`src/rtl/heart_rate_meter_if.sv`:
```
// Peak-in / rate-out signal bundle between the peak finder and the heart rate meter.
// The master side (the peak finder) drives peak_in; the slave side (the meter) drives the rest.
interface heart_rate_meter_if;
   logic       peak_in;
   logic [7:0] bpm;
   logic       bpm_valid;
   logic       beat_lost;
   logic       busy;

   modport master (
      output peak_in,
      input  bpm,
      input  bpm_valid,
      input  beat_lost,
      input  busy
   );

   modport slave (
      input  peak_in,
      output bpm,
      output bpm_valid,
      output beat_lost,
      output busy
   );
endinterface

```
`src/rtl/heart_rate_meter.sv`:
```
// Interval-based heart rate meter: measures the cycle distance between qualifying peak edges,
// averages the last 2^AVG_LOG2 intervals and converts the average to BPM with a restoring
// divider (one quotient bit per cycle).
// Optional macro HR_BPM_ROUND_EN: rounds to nearest by adding avg/2 to the dividend
// (33-bit dividend, 33 divider iterations).
module heart_rate_meter #(
   parameter int unsigned CLK_HZ       = 40000000,
   parameter int unsigned MIN_INTERVAL = 10000000,
   parameter int unsigned MAX_INTERVAL = 80000000,
   parameter int unsigned AVG_LOG2     = 2
) (
   input logic              clk,
   input logic              reset,
   heart_rate_meter_if.slave hr
);

   localparam int unsigned DEPTH   = 1 << AVG_LOG2;
   localparam logic [3:0]  DEPTH_W = 4'(DEPTH);
   localparam logic [31:0] NUMER   = 32'(60 * CLK_HZ);
   localparam logic [31:0] MIN_W   = 32'(MIN_INTERVAL);
   localparam logic [31:0] MAX_W   = 32'(MAX_INTERVAL);
`ifdef HR_BPM_ROUND_EN
   localparam int unsigned DW = 33;
`else
   localparam int unsigned DW = 32;
`endif
   localparam logic [5:0]  LAST_IT = 6'(DW - 1);

   typedef enum logic [1:0] {StWaitFirst, StTrack, StDivide} state_t;

   state_t         state_q, state_d;
   logic           peak_q, peak_qq;
   logic [31:0]    cnt_q, cnt_d;
   logic [31:0]    hist_q [DEPTH];
   logic [31:0]    hist_d [DEPTH];
   logic [34:0]    sum_q, sum_d;
   logic [3:0]     fill_q, fill_d;
   logic           push_q, push_d;
   logic           pending_q, pending_d;
   logic           lost_q, lost_d;
   logic [7:0]     bpm_q, bpm_d;
   logic           valid_q, valid_d;
   logic [31:0]    dv_q, dv_d;
   logic [DW-1:0]  dq_q, dq_d;
   logic [31:0]    rem_q, rem_d;
   logic [5:0]     it_q, it_d;

   logic           rise, timeout, accept;
   logic [32:0]    rem_sh;
   logic           fits;
   logic [31:0]    rem_sub;
   logic [DW-1:0]  dq_nx;
   logic [31:0]    avg;
   logic [DW-1:0]  div_init;

   assign rise    = peak_q & ~peak_qq;
   assign timeout = (state_q != StWaitFirst) && (cnt_q > MAX_W);
   assign accept  = rise && !timeout && ((state_q == StWaitFirst) || (cnt_q >= MIN_W));
   assign avg     = sum_q[AVG_LOG2 +: 32];

   // One restoring-division step plus the dividend to load when a division starts
   always_comb begin
      rem_sh  = {rem_q, dq_q[DW-1]};
      fits    = rem_sh >= {1'b0, dv_q};
      // Only used when fits, so the true difference is below 2^32
      rem_sub = rem_sh[31:0] - dv_q;
      dq_nx   = {dq_q[DW-2:0], fits};
`ifdef HR_BPM_ROUND_EN
      div_init = {1'b0, NUMER} + {2'b0, sum_q[AVG_LOG2+1 +: 31]};
`else
      div_init = NUMER;
`endif
   end

   // Next-state logic: interval counter, history, FSM and divider
   always_comb begin
      state_d   = state_q;
      cnt_d     = cnt_q;
      hist_d    = hist_q;
      sum_d     = sum_q;
      fill_d    = fill_q;
      push_d    = 1'b0;
      pending_d = pending_q;
      lost_d    = lost_q;
      bpm_d     = bpm_q;
      valid_d   = 1'b0;
      dv_d      = dv_q;
      dq_d      = dq_q;
      rem_d     = rem_q;
      it_d      = it_q;

      // Counter restarts at 1 so that its value at the next edge equals the interval
      if (accept) begin
         cnt_d  = 32'd1;
         lost_d = 1'b0;
      end else if (cnt_q <= MAX_W) begin
         cnt_d = cnt_q + 32'd1;
      end

      if (accept && (state_q != StWaitFirst)) begin
         for (int i = DEPTH - 1; i > 0; i--) hist_d[i] = hist_q[i-1];
         hist_d[0] = cnt_q;
         sum_d     = sum_q + {3'b0, cnt_q} - {3'b0, hist_q[DEPTH-1]};
         fill_d    = (fill_q == DEPTH_W) ? fill_q : fill_q + 4'd1;
         push_d    = 1'b1;
      end

      unique case (state_q)
         StWaitFirst: begin
            if (accept) state_d = StTrack;
         end
         StTrack: begin
            if (timeout) begin
               state_d = StWaitFirst;
            end else if (push_q && (fill_q == DEPTH_W)) begin
               state_d = StDivide;
               dv_d    = avg;
               dq_d    = div_init;
               rem_d   = '0;
               it_d    = '0;
            end
         end
         StDivide: begin
            if (!timeout) begin
               if (push_q) pending_d = 1'b1;
               rem_d = fits ? rem_sub : rem_sh[31:0];
               dq_d  = dq_nx;
               it_d  = it_q + 6'd1;
               if (it_q == LAST_IT) begin
                  valid_d = 1'b1;
                  bpm_d   = (|dq_nx[DW-1:8]) ? 8'hff : dq_nx[7:0];
                  if (pending_q || push_q) begin
                     // History moved on while dividing: restart with the fresh average
                     pending_d = 1'b0;
                     dv_d      = avg;
                     dq_d      = div_init;
                     rem_d     = '0;
                     it_d      = '0;
                  end else begin
                     state_d = StTrack;
                  end
               end
            end else begin
               state_d = StWaitFirst;
            end
         end
         default: state_d = StWaitFirst;
      endcase

      // Beat lost: drop the history and start over from the first edge
      if (timeout) begin
         lost_d    = 1'b1;
         bpm_d     = 8'd0;
         valid_d   = 1'b0;
         pending_d = 1'b0;
         sum_d     = '0;
         fill_d    = '0;
         for (int i = 0; i < DEPTH; i++) hist_d[i] = '0;
      end
   end

   // State register with asynchronous reset
   always_ff @(posedge clk or posedge reset) begin
      if (reset) begin
         state_q   <= StWaitFirst;
         peak_q    <= 1'b0;
         peak_qq   <= 1'b0;
         cnt_q     <= '0;
         for (int i = 0; i < DEPTH; i++) hist_q[i] <= '0;
         sum_q     <= '0;
         fill_q    <= '0;
         push_q    <= 1'b0;
         pending_q <= 1'b0;
         lost_q    <= 1'b0;
         bpm_q     <= '0;
         valid_q   <= 1'b0;
         dv_q      <= '0;
         dq_q      <= '0;
         rem_q     <= '0;
         it_q      <= '0;
      end else begin
         state_q   <= state_d;
         peak_q    <= hr.peak_in;
         peak_qq   <= peak_q;
         cnt_q     <= cnt_d;
         hist_q    <= hist_d;
         sum_q     <= sum_d;
         fill_q    <= fill_d;
         push_q    <= push_d;
         pending_q <= pending_d;
         lost_q    <= lost_d;
         bpm_q     <= bpm_d;
         valid_q   <= valid_d;
         dv_q      <= dv_d;
         dq_q      <= dq_d;
         rem_q     <= rem_d;
         it_q      <= it_d;
      end
   end

   assign hr.bpm       = bpm_q;
   assign hr.bpm_valid = valid_q;
   assign hr.beat_lost = lost_q;
   assign hr.busy      = (state_q == StDivide);

endmodule

```
`src/flat_wrapper.sv`:
```
// flat-port wrapper written by rule: the top's interface ports become plain ports
module heart_rate_meter_flat 
#(
   parameter int unsigned CLK_HZ       = 40000000,
   parameter int unsigned MIN_INTERVAL = 10000000,
   parameter int unsigned MAX_INTERVAL = 80000000,
   parameter int unsigned AVG_LOG2     = 2
)
  (clk, reset, hr_peak_in, hr_bpm, hr_bpm_valid, hr_beat_lost, hr_busy);
  heart_rate_meter_if hr_i ();
  input logic clk;
  input logic reset;
  input wire logic [$bits(hr_i.peak_in)-1:0] hr_peak_in;
  output wire logic [$bits(hr_i.bpm)-1:0] hr_bpm;
  output wire logic [$bits(hr_i.bpm_valid)-1:0] hr_bpm_valid;
  output wire logic [$bits(hr_i.beat_lost)-1:0] hr_beat_lost;
  output wire logic [$bits(hr_i.busy)-1:0] hr_busy;
  assign hr_i.peak_in = hr_peak_in;
  assign hr_bpm = hr_i.bpm;
  assign hr_bpm_valid = hr_i.bpm_valid;
  assign hr_beat_lost = hr_i.beat_lost;
  assign hr_busy = hr_i.busy;
  heart_rate_meter #(.CLK_HZ(CLK_HZ), .MIN_INTERVAL(MIN_INTERVAL), .MAX_INTERVAL(MAX_INTERVAL), .AVG_LOG2(AVG_LOG2)) u_core (.clk(clk), .reset(reset), .hr(hr_i));
endmodule
```
`config.mk`:
```
export PLATFORM = sky130hd
export DESIGN_NAME = heart_rate_meter_flat
export DESIGN_NICKNAME = d
export VERILOG_FILES = /design/src/rtl/heart_rate_meter_if.sv /design/src/rtl/heart_rate_meter.sv /design/src/flat_wrapper.sv
export SDC_FILE = /design/constraint.sdc
export NUM_CORES = 1
export LEC_CHECK = 0
export BUFFER_PORTS_ARGS = -buffer_cell sky130_fd_sc_hd__buf_4
export CAP_MARGIN = 20
export CELL_PAD_IN_SITES_DETAIL_PLACEMENT = 1
export CELL_PAD_IN_SITES_GLOBAL_PLACEMENT = 1
export CORE_ASPECT_RATIO = 0.5
export CORE_MARGIN = 1.5
export CORE_UTILIZATION = 45
export DETAILED_ROUTE_END_ITERATION = 10
export PLACE_DENSITY = 0.83
export SLEW_MARGIN = 15
export SYNTH_ARGS = -nofsm -noshare
export SYNTH_HDL_FRONTEND = slang
export SYNTH_SLANG_ARGS = --single-unit
```
`constraint.sdc`:
```
create_clock -name clk -period 10.3 [get_ports clk]
set_input_delay 1.545 -clock clk [delete_from_list [all_inputs] [get_ports clk]]
set_output_delay 1.545 -clock clk [all_outputs]
set_load 0.01 [all_outputs]
```
==> run summary, run 1 <==
The share of the clock period used by the worst path after layout came out at 0.456. The post-cts resize count is 0, and the number of search-and-repair iterations in the first detailed-routing pass is 5. The floorplan step set the die height to 139 microns. The clock reaches the later pin of the worst-skew pair after 0.59 ns. Entering global routing, the biggest net connects 172 pins. The final core utilization was 0.504; the die footprint was 38500 sq um. The count of cell types in the netlist came out at 70. The most used flip-flop cell after synthesis is sky130_fd_sc_hd__dfrtp_1. In this design, the largest share of critical-path delay is due to simple AND/OR/NAND/NOR gates.

The total count of hold-check failures in the final report is 0, and the largest stage delay on the critical path is 0.82 ns. The count of nets left with antenna violations once routing finished came out at 0. The routed design has 43.0 mm of wire. The most common cell after layout, fill and taps aside is sky130_fd_sc_hd__dfrtp_1. For this run, design rule violations remaining after detail routing come to 0. Dividing the detail-routed wire length by the instance count gives 20.2 microns. The arrival time at the worst endpoint was 5.21 ns; the final number of setup-violating endpoints was 0.

Setup repair after global routing left no endpoint under its margin. The tools report the clock skew after layout as 0.0226 ns. After layout, the design draws a total of 5.00 mW. STA classifies the critical path startpoint as a register. The area growth from synthesis to layout is 9.11%. In this run the deepest clock path goes through 3 buffers. In the synthesized netlist, the number of instances is 1648. Traced cell by cell, the critical path runs through or4_1 -> or4_1 -> or4_1 -> o21ai_2 -> buf_4 -> nor3b_4 -> buf_4 -> buf_4 -> a22o_1. When the netlist entered floorplanning its net count stood at 1755. The pin slew with the least headroom to its limit was 0.984 ns. The starting utilization of the core area was 0.462. The logs give 1 for the H-tree depth and 0 for the number of post-CTS setup repair buffers. After synthesis the netlist holds a flip-flop and latch count of 316.

The repair_antennas step left the layout with diodes totalling 0. The root buffer cell chosen for the clock tree is sky130_fd_sc_hd__clkbuf_16. The leftover overflow at the end of global routing came out at 0. The hold buffer count at CTS is 0, and the total clock sinks is 316. For the number of slew-limit violations in the final report, the log shows 0. The proportion of synthesized flip-flops having asynchronous set or reset was 1.00. Subtracting the final worst setup slack from the clock period gives 4.70 ns. The first-iteration detailed-routing DRC count came out at 849.

For the final net count, the log shows 1729. Power spread over the standard cell area amounts to 273 nW/um^2. The total of warnings raised by yosys is 0. The fraction of layout instances using a drive strength above 1 came out at 0.0591. For this design the static power due to leakage is 8.78 nW. The worst hold-check path type was register to register. Across the run, the number of max-cap violations was 0. The average cell area after synthesis is 10.2 sq um. The run gives 0.472 as the proportion of synthesized chip area in sequential cells.

For this design, the slowest cell found on the critical path is sky130_fd_sc_hd__buf_4. The standard cell area after detailed placement came out at 17200 sq um. For the final routed database, the setup TNS stands at 0 ns. Post-route cell area: 18300 sq um. Buffers placed on the I/O ports in this run total 13.

After detailed routing, the number of vias per cell comes to 5.88. The worst-path maximum fanout came out at 96. The sum of buffers and inverters on the critical path works out to 3. For the total routing usage reported by global routing, the log shows 0.228. Number of cell rows: 49. The CTS clock-pin slew for the worst setup and hold paths came out at 0.07 ns. Data on the critical path is required at its endpoint by 10.81 ns.

By startpoint and endpoint, the worst setup path is classified as register to register. The run gives 30 as the total CTS buffers. The logs give 12500 for the via total after detailed routing and 0.846 for the routability-driven placement congestion ratio. After legalization and detailed placement, the total HPWL measured 29.1 mm.

The flow ran to the end, and the final reports show no timing, DRC or antenna violations. Worst voltage drop across the vdd grid: 0.120 mV. For this run, the top clock speed supported by timing is 0.213 GHz.

The floorplan step defined a core boundary enclosing 36300 sq um. The wire length of the first global-routing pass is 70.6 mm, and the floorplan die width is 276 microns. The synthesized design contains 0 enable-type register cells. The run gives 0.344 as the relative slew slack. Initial antenna violation count: 0.

The worst setup path is captured at a register. The mapped netlist covers 16800 sq um. TritonCTS built the clock tree. 14 I/O pins were placed.

The number of global-route vias before repair is 13100. Leaving out fill and tap cells, the most frequent cells in the layout are sky130_fd_sc_hd__dfrtp_1 (316), sky130_fd_sc_hd__inv_1 (182), sky130_fd_sc_hd__a22o_1 (177), sky130_fd_sc_hd__o21ai_0 (121), sky130_fd_sc_hd__nand2_1 (110).
-- routing by layer --
metal	part of all wire	GRT usage
met1	0.49	0.330
met2	0.45	0.357
met3	0.045	0.0385
met4	0.022	0.0523
met5	0	0
-- layout make-up --
type / instances / area, sq um
fill: 4000 / 18000
sequential: 316 / 7910
multi-input combinational: 1065 / 7780
clock buffer: 40 / 838
inverter: 183 / 694
tap: 484 / 606
clock inverter: 12 / 251
timing repair buffer: 26 / 208
-- cells in the mapped netlist (all sizes together) (3+ instances only) --
cell type | n | area, sq um
a32oi | 14 | 123
and4 | 5 | 43.8
o21ai | 122 | 614
dfrtp | 316 | 7910
a211o | 5 | 43.8
a21oi | 79 | 395
nand2b | 7 | 43.8
mux2i | 9 | 90.1
xnor2 | 54 | 473
o21bai | 8 | 60.1
inv | 183 | 687
o21a | 9 | 67.6
a41oi | 3 | 26.3
and2 | 9 | 56.3
or2 | 6 | 37.5
nor2 | 96 | 365
fa | 33 | 661
o22a | 9 | 78.8
clkbuf | 40 | 150
or3 | 7 | 43.8
a21o | 33 | 248
o211ai | 13 | 97.6
o31a | 6 | 52.6
a211oi | 8 | 60.1
a21boi | 4 | 30.0
nor3 | 15 | 75.1
a22o | 177 | 1550
and3 | 9 | 56.3
nand3b | 6 | 45.0
xor2 | 25 | 219
nor2b | 12 | 75.1
nor3b | 4 | 35.0
a31oi | 9 | 56.3
or4 | 3 | 22.5
nand4 | 24 | 156
o31ai | 4 | 30.0
buf | 44 | 255
ha | 71 | 888
nor4 | 10 | 62.6
nand3 | 18 | 95.1
nand2 | 112 | 423
-- power by group --
part / switching (mW) / internal, mW / total, mW
logic: 1.37 / 0.911 / 2.28
clock network: 0.497 / 0.744 / 1.24
registers: 0.108 / 1.37 / 1.48
total: 1.97 / 3.02 / 5.00
-- cells by family (layout without fill, tap and decap cells) --
| kind of cell | after synthesis | in the layout | share of synthesized area |
|---|---|---|---|
| buffers and inverters | 267 | 261 | 0.0652 |
| AND/OR/NAND/NOR | 346 | 346 | 0.0994 |
| XOR/XNOR | 79 | 79 | 0.0413 |
| AO/OA/AOI/OAI | 526 | 526 | 0.224 |
| adder cells (fa/ha/maj) | 104 | 104 | 0.0924 |
| flip-flops | 316 | 316 | 0.472 |
| multiplexers | 10 | 10 | 0.00605 |
-- registers in the layout, indices dropped and copies added, names as in the netlist, 2 cells and up --
signal / count
u_core.fill_q: 4
u_core.state_q: 2
u_core.cnt_q: 32
u_core.rem_q: 32
u_core.dv_q: 32
u_core.dq_q: 32
u_core.it_q: 6
u_core.hist_q: 128
u_core.hr.bpm: 8
u_core.sum_q: 34
-- stage by stage --
step / setup WS [ns] / instances / hold WS [ns]
after floorplan: 0.0121 / 1648 / 0.355
after global placement: 5.83 / 2074 / 0.356
after detailed placement: 5.75 / 2074 / 0.396
after CTS: 5.67 / 2126 / 0.406
after global routing: 5.41 / 2126 / 0.423
final: 5.60 / 2126 / 0.408
-- path summary, 6_finish.rpt --
kind	from	end	slack, ns	cells after the start
worst min-delay path	u_core.peak_q$_DFF_PP0_	u_core.peak_qq$_DFF_PP0_	0.41	0
worst max-delay path	u_core.cnt_q[28]$_DFFE_PP0P_	u_core.hist_q[88]$_DFFE_PP0P_	5.60	9
min in group asynchronous	reset	u_core.hr.bpm[5]$_DFFE_PP0P_	1.04	2
worst max register to register	u_core.cnt_q[28]$_DFFE_PP0P_	u_core.hist_q[88]$_DFFE_PP0P_	5.60	9
worst min register to register	u_core.peak_q$_DFF_PP0_	u_core.peak_qq$_DFF_PP0_	0.41	0
max in group asynchronous	reset	u_core.hist_q[23]$_DFFE_PP0P_	7.92	3
Power figures use the tool's default switching activity.
==> inputs of run 2 (changes only) <==
- PLACE_DENSITY: 0.83 -> 0.8
- clock period: 10.3 -> 4.8 ns (I/O delays scaled with it)
==> run 2 against run 1 <==
Power is 110% higher. Largest cell class unchanged. Clock-buffer cell count decreased by 3. Non-clock buffer count increased by 2. Critical endpoint is now u_core.hist_q[57]$_DFFE_PP0P_. Cell area is 0.23% higher. Setup slack got worse by 4.8 ns. Cell count up 0.24%. Largest power group unchanged.
==> run summary, run 2 (synthesized netlist as in run 1, its figures left out) <==
TritonCTS built the clock tree. The number of routed nets with antenna violations came out at 0. The worst-path maximum fanout was 102; the routability-driven placement congestion ratio was 0.895. The final critical-path setup slack was 0.836 ns.

The run gives 0.462 as the starting utilization of the core area. In this run the worst hold path is classified as primary input to asynchronous set/reset pin. The floorplan step set the die height to 139 microns. The finished cells cover 18300 sq um. The clock passes through at most 3 buffers. The tree built by TritonCTS fans out to 316 sinks. Leaving out fill and tap cells, the most frequent cell in the layout is sky130_fd_sc_hd__dfrtp_1.

Buffers inserted during clock tree synthesis total 31. The setup total negative slack was 0 ns. For this block, the via count after detailed routing is 12600. The floorplan step defined a die boundary enclosing 38500 sq um. The worst setup path is captured at a register. In this run the power density over the cells is 582 nW/um^2. Final number of setup-violating endpoints: 0.

The final net count was 1732; the number of I/O port buffers was 13. The flow ran to the end, and the final reports show no timing, DRC or antenna violations. In the final layout, the registers with the most flip-flops are u_core.hist_q (128), u_core.sum_q (34). The routed wire length is 43.9 mm, and the total count of hold-check failures in the final report is 0.

The sequential cells in the finished layout cover a total of 7910 sq um. The type of element launching the critical path is a register. In the routed design, unresolved DRC markers number 0. After clock tree synthesis, the flow added hold-fix buffers numbering 0. The first global-routing pass estimated 71.9 mm of wire. After clock tree synthesis, the clock-pin slew on the worst setup and hold paths is 0.06 ns. Derived from the worst setup path, the maximum achievable clock frequency is 0.252 GHz.

The relative slew slack is 0.322, and the worst voltage drop across the vdd grid is 0.286 mV. The run gives 30.3 mm as the post-detailed-placement half-perimeter wirelength. The critical path class was register to register. The clock arrives with 0.00969 ns of skew. The share of the clock period used by the worst path after layout works out to 0.826.

For the worst setup path, the data required time is 5.31 ns. The logs give 7780 sq um for the area of combinational cells with multiple inputs and 13300 for the number of global-route vias before repair. The average via count per standard cell was 5.93; the flip-flop count of the largest register, all copies and words added was 128.

Worst-case setup slack after placement: 0.913 ns. During I/O placement, the number of pins put on the boundary was 14. The total power consumption of the routed design was 10.7 mW; the H-tree depth was 1. The tools report the leftover overflow at the end of global routing as 0. The arrival time at the worst endpoint came out at 4.47 ns.

Top register by number of flip-flops: u_core.hist_q. The area growth from synthesis to layout was 9.36%; the floorplan die width was 276 microns. The post-route worst hold slack is 0.0757 ns, and the final antenna diode count is 0. Setup repair after global routing left no endpoint under its margin.

Total routing usage reported by global routing: 0.232. The time the worst path needs with I/O delays and setup was 3.96 ns. The top cell types in the final layout, fill and taps aside, are sky130_fd_sc_hd__dfrtp_1 (316), sky130_fd_sc_hd__inv_1 (182), sky130_fd_sc_hd__a22o_1 (177), sky130_fd_sc_hd__o21ai_0 (121), sky130_fd_sc_hd__nand2_1 (110). Buffers added to address setup during post-CTS repair amount to 0. The run gives 793 as the first-iteration detailed-routing DRC count. In this run, post-CTS repair resized a total of 0 instances. CTS placed an instance of sky130_fd_sc_hd__clkbuf_16 at the clock tree root.

Summing all placed instances gives a cell area of 17300 sq um. The routed wirelength normalized by instance count was 20.6 microns. Entering global routing, the biggest net connects 175 pins. The number of slew-limit violations in the final report was 0; the pin slew with the least headroom to its limit was 1.01 ns. At the later pin of the worst-skew pair, clock insertion delay measures 0.58 ns. The initialized floorplan defines 49 standard-cell rows. The run gives 0 as the initial antenna violation count. The core region is 36300 sq um. For the max capacitance violation total, the log shows 0. The layout has 4020 filler cells. The fraction of layout instances using a drive strength above 1 works out to 0.0631. The run gives 8.80 nW as the cell leakage power.

The first detailed-routing pass took 5 iterations.
==> run 2: cell types whose count changed in the layout (fill, tap and decap cells not counted), moves of 2 or more <==
cell and delta:
sky130_fd_sc_hd__clkinv_2 +7, sky130_fd_sc_hd__buf_12 +4, sky130_fd_sc_hd__clkbuf_8 -3, sky130_fd_sc_hd__buf_4 -2, sky130_fd_sc_hd__clkinv_4 +2
==> run 2: layer usage <==
layer  vias up  track usage  share of wire
li1       5760            -              -
met1      6578        0.332           0.48
met2       215        0.374           0.46
met3        75       0.0319          0.037
met4         0       0.0515          0.022
met5         -            0              0
==> run 2: per-stage QoR <==
step	instances	util
detailed placement	2076	0.475
global placement	2076	0.475
CTS	2131	0.505
global route	2131	0.505
finish	2131	0.505
floorplan	1648	-
==> run 2: critical path, stage by stage, from the launching register on <==
cell                      delay (ns)
sky130_fd_sc_hd__dfrtp_1        0.37
sky130_fd_sc_hd__or4_1          0.56
sky130_fd_sc_hd__or4_1          0.47
sky130_fd_sc_hd__or4_1          0.56
sky130_fd_sc_hd__o21ai_2        0.18
sky130_fd_sc_hd__buf_4          0.34
sky130_fd_sc_hd__nor3b_4        0.37
sky130_fd_sc_hd__buf_12         0.43
sky130_fd_sc_hd__buf_12         0.32
sky130_fd_sc_hd__a22o_1         0.20
==> run 2: cell type report <==
| class | count | area share |
|---|---|---|
| Timing Repair Buffer | 28 | 0.0149 |
| Sequential cell | 316 | 0.431 |
| Multi-Input combinational cell | 1065 | 0.425 |
| Tap cell | 484 | 0.0330 |
| Clock inverter | 18 | 0.0137 |
| Inverter | 183 | 0.0377 |
| Clock buffer | 37 | 0.0446 |
==> run 2: path summary, 6_finish.rpt <==
check	endpoint	slack (ns)	cells past startpoint	startpoint
min in group clk	u_core.peak_q$_DFF_PP0_	0.26	1	hr_peak_in
hold reg to reg	u_core.peak_qq$_DFF_PP0_	0.39	0	u_core.peak_q$_DFF_PP0_
max in group asynchronous	u_core.cnt_q[21]$_DFFE_PP0P_	3.53	3	reset
hold / removal	u_core.hr.bpm[3]$_DFFE_PP0P_	0.08	2	reset
setup reg to reg	u_core.hist_q[57]$_DFFE_PP0P_	0.84	9	u_core.cnt_q[28]$_DFFE_PP0P_
setup / recovery	u_core.hist_q[57]$_DFFE_PP0P_	0.84	9	u_core.cnt_q[28]$_DFFE_PP0P_
==> run 2: power breakdown <==
group / internal, mW / switching (mW)
sequential: 2.94 / 0.223
clock: 1.53 / 1.08
combinational: 1.98 / 2.92
